File: src/rtl/display_pkg.sv
// Shared types and helpers for the multiplexed 7-segment display source arbiter.
package display_pkg;

   typedef logic [3:0] bcd_t;

   typedef enum logic [1:0] {IDLE, SHOW, GAP} arb_state_t;

   localparam int unsigned MaxSrc    = 8;
   localparam int unsigned FrameMaxW = 16 * MaxSrc;

   // Four BCD digits of source idx; the frame is zero-extended to the widest configuration.
   function automatic logic [15:0] frame_slice(input logic [FrameMaxW-1:0] frame,
                                               input logic [2:0]           idx);
      return frame[{idx, 4'b0000} +: 16];
   endfunction

endpackage

File: src/rtl/rr_picker.sv
// Combinational source picker: lowest-index urgent requester wins, else round-robin after ptr_i.
module rr_picker #(
   parameter int unsigned N_SRC = 4
) (
   input  logic [N_SRC-1:0]         req_i,
   input  logic [N_SRC-1:0]         urgent_i,
   input  logic [$clog2(N_SRC)-1:0] ptr_i,
   output logic [N_SRC-1:0]         grant_o,
   output logic                     valid_o
);

   localparam int unsigned IdxW = $clog2(N_SRC);

   logic [N_SRC-1:0] urg;
   logic [IdxW-1:0]  idx;

   always_comb begin
      urg     = req_i & urgent_i;
      grant_o = '0;
      idx     = '0;
      valid_o = |req_i;
      if (|urg) begin
         // Isolate the lowest set bit.
         grant_o = urg & (~urg + N_SRC'(1));
      end else begin
         // Walk from farthest to nearest so the candidate right after ptr_i wins last.
         for (int unsigned k = N_SRC; k >= 1; k--) begin
            idx = IdxW'((32'(ptr_i) + k) % N_SRC);
            if (req_i[idx]) begin
               grant_o      = '0;
               grant_o[idx] = 1'b1;
            end
         end
      end
   end

endmodule

File: src/rtl/display_source_arbiter.sv
// Time-slices a 4-digit display between requesters with urgent pre-emption and blank gaps.
module display_source_arbiter
   import display_pkg::*;
#(
   parameter int unsigned N_SRC        = 4,
   parameter int unsigned DWELL_CYCLES = 50_000_000,
   parameter int unsigned GAP_CYCLES   = 500_000
) (
   input  logic                 clk_i,
   input  logic                 rst_i,
   input  logic [N_SRC-1:0]     req_i,
   input  logic [N_SRC-1:0]     urgent_i,
   input  logic [16*N_SRC-1:0]  frame_i,
   output logic [3:0]           d0_o,
   output logic [3:0]           d1_o,
   output logic [3:0]           d2_o,
   output logic [3:0]           d3_o,
   output logic [N_SRC-1:0]     grant_o,
   output logic                 blank_o,
   output logic                 switch_o
);

   localparam int unsigned IdxW   = $clog2(N_SRC);
   localparam int unsigned DwellW = $clog2(DWELL_CYCLES);
   localparam int unsigned GapW   = $clog2(GAP_CYCLES + 1);

   localparam logic [DwellW-1:0] DwellLoad = DwellW'(DWELL_CYCLES - 1);
   localparam logic [GapW-1:0]   GapLoad   = GapW'(GAP_CYCLES - 1);

   arb_state_t         state_q, state_d;
   logic [IdxW-1:0]    ptr_q, ptr_d;
   logic [DwellW-1:0]  dwell_q, dwell_d;
   logic [GapW-1:0]    gap_q, gap_d;
   logic [N_SRC-1:0]   grant_q, grant_d;
   logic               blank_q, blank_d;
   logic               switch_q, switch_d;
   bcd_t [3:0]         digits_q, digits_d;

   logic [N_SRC-1:0]     pick_gnt;
   logic                 pick_valid;
   logic [IdxW-1:0]      pick_idx;
   logic [FrameMaxW-1:0] frame_ext;
   logic                 cur_req, cur_urg, other_req, other_urg;
   logic                 do_grant, go_gap;

   rr_picker #(
      .N_SRC (N_SRC)
   ) u_picker (
      .req_i    (req_i),
      .urgent_i (urgent_i),
      .ptr_i    (ptr_q),
      .grant_o  (pick_gnt),
      .valid_o  (pick_valid)
   );

   assign frame_ext = FrameMaxW'(frame_i);

   // In SHOW the pointer always names the source on display.
   assign cur_req   = req_i[ptr_q];
   assign cur_urg   = urgent_i[ptr_q];
   assign other_req = |(req_i & ~grant_q);
   assign other_urg = |(req_i & urgent_i & ~grant_q);

   always_comb begin
      pick_idx = '0;
      for (int unsigned i = 0; i < N_SRC; i++) begin
         if (pick_gnt[i]) pick_idx = IdxW'(i);
      end
   end

   always_comb begin
      state_d  = state_q;
      ptr_d    = ptr_q;
      dwell_d  = dwell_q;
      gap_d    = gap_q;
      grant_d  = grant_q;
      blank_d  = blank_q;
      switch_d = 1'b0;
      digits_d = digits_q;
      do_grant = 1'b0;
      go_gap   = 1'b0;

      unique case (state_q)
         IDLE: begin
            if (pick_valid) do_grant = 1'b1;
         end
         SHOW: begin
            digits_d = frame_slice(frame_ext, 3'(ptr_q));
            if (!cur_req) begin
               go_gap = 1'b1;
            end else if (other_urg && !cur_urg) begin
               go_gap = 1'b1;
            end else if (dwell_q == '0) begin
               // Urgent holders keep the display with a saturated counter.
               if (!cur_urg) begin
                  if (other_req) go_gap = 1'b1;
                  else           dwell_d = DwellLoad;
               end
            end else begin
               dwell_d = dwell_q - DwellW'(1);
            end
         end
         GAP: begin
            if (gap_q != '0)     gap_d    = gap_q - GapW'(1);
            else if (pick_valid) do_grant = 1'b1;
            else                 state_d  = IDLE;
         end
         default: state_d = IDLE;
      endcase

      if (go_gap) begin
         state_d  = GAP;
         gap_d    = GapLoad;
         grant_d  = '0;
         blank_d  = 1'b1;
         digits_d = '0;
      end

      if (do_grant) begin
         state_d  = SHOW;
         ptr_d    = pick_idx;
         dwell_d  = DwellLoad;
         grant_d  = pick_gnt;
         blank_d  = 1'b0;
         switch_d = 1'b1;
         digits_d = frame_slice(frame_ext, 3'(pick_idx));
      end
   end

   always_ff @(posedge clk_i or posedge rst_i) begin
      if (rst_i) begin
         state_q  <= IDLE;
         ptr_q    <= IdxW'(N_SRC - 1);
         dwell_q  <= '0;
         gap_q    <= '0;
         grant_q  <= '0;
         blank_q  <= 1'b1;
         switch_q <= 1'b0;
         digits_q <= '0;
      end else begin
         state_q  <= state_d;
         ptr_q    <= ptr_d;
         dwell_q  <= dwell_d;
         gap_q    <= gap_d;
         grant_q  <= grant_d;
         blank_q  <= blank_d;
         switch_q <= switch_d;
         digits_q <= digits_d;
      end
   end

   assign d0_o     = digits_q[0];
   assign d1_o     = digits_q[1];
   assign d2_o     = digits_q[2];
   assign d3_o     = digits_q[3];
   assign grant_o  = grant_q;
   assign blank_o  = blank_q;
   assign switch_o = switch_q;

endmodule
File: config.mk
export PLATFORM = sky130hd
export DESIGN_NAME = display_source_arbiter
export DESIGN_NICKNAME = d
export VERILOG_FILES = /design/src/rtl/display_pkg.sv /design/src/rtl/rr_picker.sv /design/src/rtl/display_source_arbiter.sv
export SDC_FILE = /design/constraint.sdc
export NUM_CORES = 1
export LEC_CHECK = 0
export ABC_AREA = 1
export BUFFER_PORTS_ARGS = -buffer_cell sky130_fd_sc_hd__clkbuf_2
export CORE_MARGIN = 3
export CORE_UTILIZATION = 40
export DETAILED_ROUTE_END_ITERATION = 6
export PLACE_DENSITY = 0.62
export SYNTH_ARGS = -nofsm -noshare
export SYNTH_HDL_FRONTEND = slang
export SYNTH_SLANG_ARGS = --single-unit
File: constraint.sdc
create_clock -name clk_i -period 7.72 [get_ports clk_i]
set_input_delay 0.386 -clock clk_i [delete_from_list [all_inputs] [get_ports clk_i]]
set_output_delay 0.386 -clock clk_i [all_outputs]
set_load 0.01 [all_outputs]
Word level (Yosys, flattened, before mapping):

Index checks and enable logic that the tools add are counted.

* shifts and indexed selects: 2
* bitwise gates (word level): 6
* equal/unequal tests: 8
* muxes and demuxes: 60
* $add $sub $neg: 7
* reduce and logical (&&, ||, !) cells: 23
* $lt $le $gt $ge: 9

Operators by type and width (number)
* indexed part select 128 x 7 -> 16 bit: 2
* 2-to-1 mux 26 bit: 7
* 2-to-1 mux 19 bit: 3
* 2-to-1 mux 16 bit: 3
* 2-to-1 mux 4 bit: 7
* zero test 26 bit: 1
* subtractor 26 x 1 -> 26 bit (second input constant): 1
* 2-to-1 mux 1 bit: 22
* nonzero test 19 bit: 1
* subtractor 19 x 1 -> 19 bit (second input constant): 1
* AND 4 bit: 4
* OR reduction 4 bit: 4
* < comparator 2 x 3 -> 1 bit (second input constant): 5
* binary-select mux 1 bit (select 2 bit): 6
* 2-to-1 mux 2 bit: 6
* nonzero test 2 bit: 5
* demux 1 bit (select 2 bit): 4
* greater-or-equal comparator 2 x 1 -> 1 bit (second input constant): 4
* inequality test 4 bit (second input constant): 2
* inverter 4 bit: 2
* inequality test 3 bit (second input constant): 2
* logical AND 1 bit: 5
* AND reduction 5 bit: 1
* adder 2 x 1 -> 2 bit (second input constant): 2
* other kinds (14): 15

* flip-flop bits (word level): 71
* output and inout bits: 22
* bits of input ports: 74
* logic and storage cells: 126

Longest topological paths before layout:

* depth in word-level cells: 15
* gate-level depth with buffers: 23
* gate-level depth less buffers: 19

Hierarchy:

From an unflattened synthesis, not the netlist that was laid out.

* cell total of the unflattened synthesis: 984
* area total of the unflattened synthesis: 6208.5 um^2

By module, submodules not included
* display_source_arbiter: cells each 892, times used 1, area each 5719.2 um^2
* rr_picker: cells each 92, times used 1, area each 489.2 um^2

Worst setup path before layout:

OpenSTA, ideal clock, no wires.

* path kind: register -> register
* start: reg ptr_q[1]
* end: reg digits_q, in the netlist d1_o[0]
* data arrival time: 2.694 ns
* buffers on the path: 4
* stages on the path, launching flop included: 24
* period minus slack after synthesis: 2.811 ns
* path slack: 4.909 ns
* path through: dfstp_2 buf_4 inv_2 buf_6 clkbuf_1 ha_1 inv_1 nand3_1 nand2_2 inv_2 nand2_1 nand3_1 nand3_1 nand2_1 nand2_1 inv_1 buf_2 nand2_1 nand2_1 inv_1 nand2_1 nand2_1 nand2_1 nand2_1

* cells in the longest elaborated chain, start to end: 15
* elaborated cells between the ends (all ways): 57
* those cells by class: add/sub (4); order compare (8); shift (2); mux (36); reduce/logical (7)

RTL lines
* start, declared: RTL line display_source_arbiter.sv:31 `logic [IdxW-1:0] ptr_q, ptr_d;`
* start signal, assigned: RTL line display_source_arbiter.sv:133 `ptr_q <= IdxW'(N_SRC - 1);`
* start signal, assigned: RTL line display_source_arbiter.sv:142 `ptr_q <= ptr_d;`
* adder 2 x 1 -> 2 bit: RTL line rr_picker.sv:28 `idx = IdxW'((32'(ptr_i) + k) % N_SRC);`
* < comparator 2 x 3 -> 1 bit (implied by the code) / greater-or-equal comparator 2 x 1 -> 1 bit (equally long branches): RTL line rr_picker.sv:31 `grant_o[idx] = 1'b1;`
* logical AND 1 bit (implied by the code): RTL line rr_picker.sv:31
* 2-to-1 mux 1 bit (implied by the code): RTL line rr_picker.sv:31
* demux 1 bit (select 2 bit)
* 2-to-1 mux 4 bit (4 in series): RTL line rr_picker.sv:29 `if (req_i[idx]) begin`
* 2-to-1 mux 4 bit: RTL line rr_picker.sv:22 `if (|urg) begin`
* 2-to-1 mux 1 bit: RTL line display_source_arbiter.sv:67 `if (pick_gnt[i]) pick_idx = IdxW'(i);`
* 2-to-1 mux 2 bit (2 in series): RTL line display_source_arbiter.sv:67
* indexed part select 128 x 7 -> 16 bit: RTL line display_pkg.sv:14 `return frame[{idx, 4'b0000} +: 16];`
* 2-to-1 mux 16 bit: RTL line display_source_arbiter.sv:119 `if (do_grant) begin`
* end signal, assigned: RTL line display_source_arbiter.sv:148 `digits_q <= digits_d;`
* end, declared: RTL line display_source_arbiter.sv:37 `bcd_t [3:0] digits_q, digits_d;`

Several ways; a longest one is shown, not always the timed one. The select of a mux whose other input is x is not followed.
A chain may end at the register's enable or synchronous reset.

Final worst setup path:

* start: reg ptr_q[0]
* end: reg digits_q, in the netlist d2_o[0]

The elaborated chain is that of the path after synthesis.

==> flow_metrics.py <==
metrics = {
    "finish": {
        "layout.nets": 1096,
        "layout-drive-gt1-share_pct": 14.55,
        "final_common_cell": "nand2_1",
        "layout_common_cells": "294 x nand2_1, 126 x inv_1, 105 x nor2_1, 95 x clkbuf_2, 68 x dfrtp_1",
        "fill_cells": 1488,
        "area_delta_synth_final_pct": 13.64,
        "antenna_cells": 0,
    },
    "yosys": {
        "synthFlopType": "dfrtp_1",
        "yosys.area.top_type": "dfrtp_1",
        "syn-instance-count": 938,
        "async_flop_share_pct": 100.0,
        "synth.distinct_cells": 42,
        "synth_top_cell_area_share_pct": 29.26,
        "netlist_area_um2": 5816,
        "synth_nets": 1022,
        "synth_edf_count": 0,
        "avgSynthCellArea_um2": 6.200,
        "yosys_warnings": 0,
        "synthTopCellsByArea": "dfrtp_1 29%, nand2_1 19%, inv_1 8.2%",
        "ys_seq_elements": 71,
        "seq_area_frac_synth_pct": 30.62,
    },
    "timing": {
        "slew_viol_final": 0,
        "worst_slack_ns": 3.351,
        "fin_crit_sh_pct": 56.60,
        "finalCriticalPeriod_ns": 4.369,
        "max_freq_mhz": 228.9,
        "worstMarginPinSlew_ns": 0.9185,
        "hold_violations": 0,
        "setup_tns_ns": 0,
        "skew_ns": 0.008091,
        "rsz0062_at_grt": "no",
        "holdWs_ns": 0.3016,
        "relSlewSlack_pct": 38.77,
        "setup_viol": 0,
    },
    "routing": {
        "drt-initial-drc-count": 470,
        "vias": 5862,
        "drt.antenna.violating_nets": 0,
        "drc_errors": 0,
        "routedWlPerCell_um": 13.67,
        "vias_per_cell": 4.897,
        "drt_wl_total_um": 16370,
        "first_pass_iters": 5,
    },
    "placement": {
        "place_hpwl_um": 11520,
        "io_buffers": 95,
        "gp_congestion": 0.8474,
        "pre_cts_ws_ns": 3.444,
    },
    "die": {
        "core_area_um2": 14040,
        "die_area_um2": 16020,
        "ios": 96,
        "placement_rows": 43,
        "initial_core_util_pct": 41.41,
        "die_x_um": 126.6,
        "fp.dieH_um": 126.6,
    },
    "cts": {
        "clock_path_buffers": 2,
        "cts_root_buffer": "clkbuf_16",
        "ctsHoldBuffers": 0,
        "cts_setup_buffers": 0,
        "cts_tree": "yes",
        "clkTransAtPathRegs_ns": 0.06,
        "cts_inserted_buffers": 9,
        "clock_latency_ns": 0.33,
        "cts_resized": 0,
        "clock_sinks": 71,
        "htree_num_levels": 3,
    },
    "run": {
        "cap_violations": 0,
    },
    "power": {
        "p_leak_nw": 3.463,
        "peakVddDrop_v": 0.0001801,
        "p_per_area_nw_per_um2": 365.7,
    },
    "worst_setup_path": {
        "startpoint_type": "register",
        "path_max_fanout": 43,
        "crit_required_ns": 7.95,
        "end_kind": "register",
        "critPathArrivalTime_ns": 4.60,
        "crit_type": "reg -> reg",
    },
    "status": {
        "status": "completed",
    },
    "grt": {
        "grt_max_degree": 72,
        "antenna_found_initial": 0,
        "grt.overflow.total": 0,
        "grt_pass1_wl_um": 26940,
        "grt_util_all_layers_pct": 20.19,
        "grt_pass1_vias": 5324,
    },
    "min_path": {
        "worstHoldPathType": "in -> async",
    },
}
[critical path: stages, from the launching register on]
cell and delay [ns]:
dfstp_2 1.01, inv_2 0.49, ha_1 0.52, inv_1 0.06
nand3_1 0.11, nand2_2 0.10, inv_2 0.07, nand2_1 0.04
nand3_1 0.07, nand3_1 0.06, nand2_1 0.07, nand2_1 0.48
inv_1 0.66, nand2_1 0.14, nand2_1 0.09, inv_1 0.05
nand2_1 0.05, nand2_1 0.05, nand2_1 0.05, nand2_1 0.05
[flip-flops by register name (all words and copies together), names as in the netlist]
name      cells
gap_q        19
grant_o       4
d2_o          4
ptr_q         2
state_q       2
dwell_q      26
d0_o          4
d3_o          4
blank_o       1
switch_o      1
d1_o          4
[area by class of cell]
| type | count | area (um^2) | area share [%] |
|---|---|---|---|
| timing repair buffer | 98 | 498.0 | 7.535 |
| inverter | 138 | 518.0 | 7.838 |
| tap | 180 | 225.2 | 3.408 |
| clock buffer | 10 | 229.0 | 3.465 |
| multi-input combinational | 694 | 3288 | 49.75 |
| clock inverter | 6 | 70.07 | 1.060 |
| sequential | 71 | 1780 | 26.94 |
[kinds of logic (layout without fill, tap and decap cells)]
group / Yosys count / in the layout / synth area share [%]
fa+ha+maj: 10 / 10 / 2.151
flops: 71 / 71 / 30.62
compound gates: 142 / 142 / 13.32
simple gates: 519 / 519 / 37.61
xor+xnor: 23 / 23 / 3.464
buf+inv: 173 / 252 / 12.84
[worst paths after layout]
check / slack (ns) / cells after the start / start / endpoint
max in group asynchronous: 6.80 / 3 / rst_i / gap_q[3]$_DFFE_PP0P_
max: 3.35 / 19 / ptr_q[0]$_DFFE_PP1P_ / d2_o[0]$_DFFE_PP0P_
min in group clk_i: 0.45 / 7 / frame_i[20] / d1_o[0]$_DFFE_PP0P_
max reg2reg: 3.35 / 19 / ptr_q[0]$_DFFE_PP1P_ / d2_o[0]$_DFFE_PP0P_
min: 0.30 / 3 / rst_i / dwell_q[3]$_DFFE_PP0P_
min reg2reg: 0.51 / 2 / blank_o$_DFFE_PP1P_ / blank_o$_DFFE_PP1P_
[where the power goes]
group	internal, mW	leakage, nW	switching, mW
combinational	0.432	2.49	0.938
clock	0.252	0.135	0.165
sequential	0.493	0.833	0.137
total	1.18	3.46	1.24
[synthesized netlist by cell type, drive strengths merged (4+ instances only)]
cell and instances:
o211ai 4, dfrtp 68, nand3b 7, ha 10, xnor2 4, nor4 8, nor2 108, inv 135
o21ai 84, nand3 68, nor3 12, clkbuf 16, a21oi 46, xor2 19, nand2 308, nand4 5
buf 19
[stage by stage]
| step | instances | utilization [%] | cell area, um^2 | power (mW) |
|---|---|---|---|---|
| final | 1197 | 47.06 | 6609 | 2.417 |
| after global routing | 1197 | 47.06 | 6609 | 2.658 |
| after CTS | 1197 | 47.06 | 6609 | 2.426 |
| after detailed placement | 1181 | 44.93 | 6310 | 1.992 |
| after global placement | 1181 | 44.93 | 6310 | 1.983 |
| after floorplan | 938 | - | 5816 | 1.693 |
[per-layer routing]
layer / up-vias / part of all wire, % / track usage, %
met2: 149 / 44 / 31.66
met4: 0 / 1.5 / 6.057
li1: 3089 / - / -
met3: 15 / 4.7 / 2.274
met1: 2609 / 50 / 29.35
met5: - / 0 / 0
(Power assumes the default switching activity.)
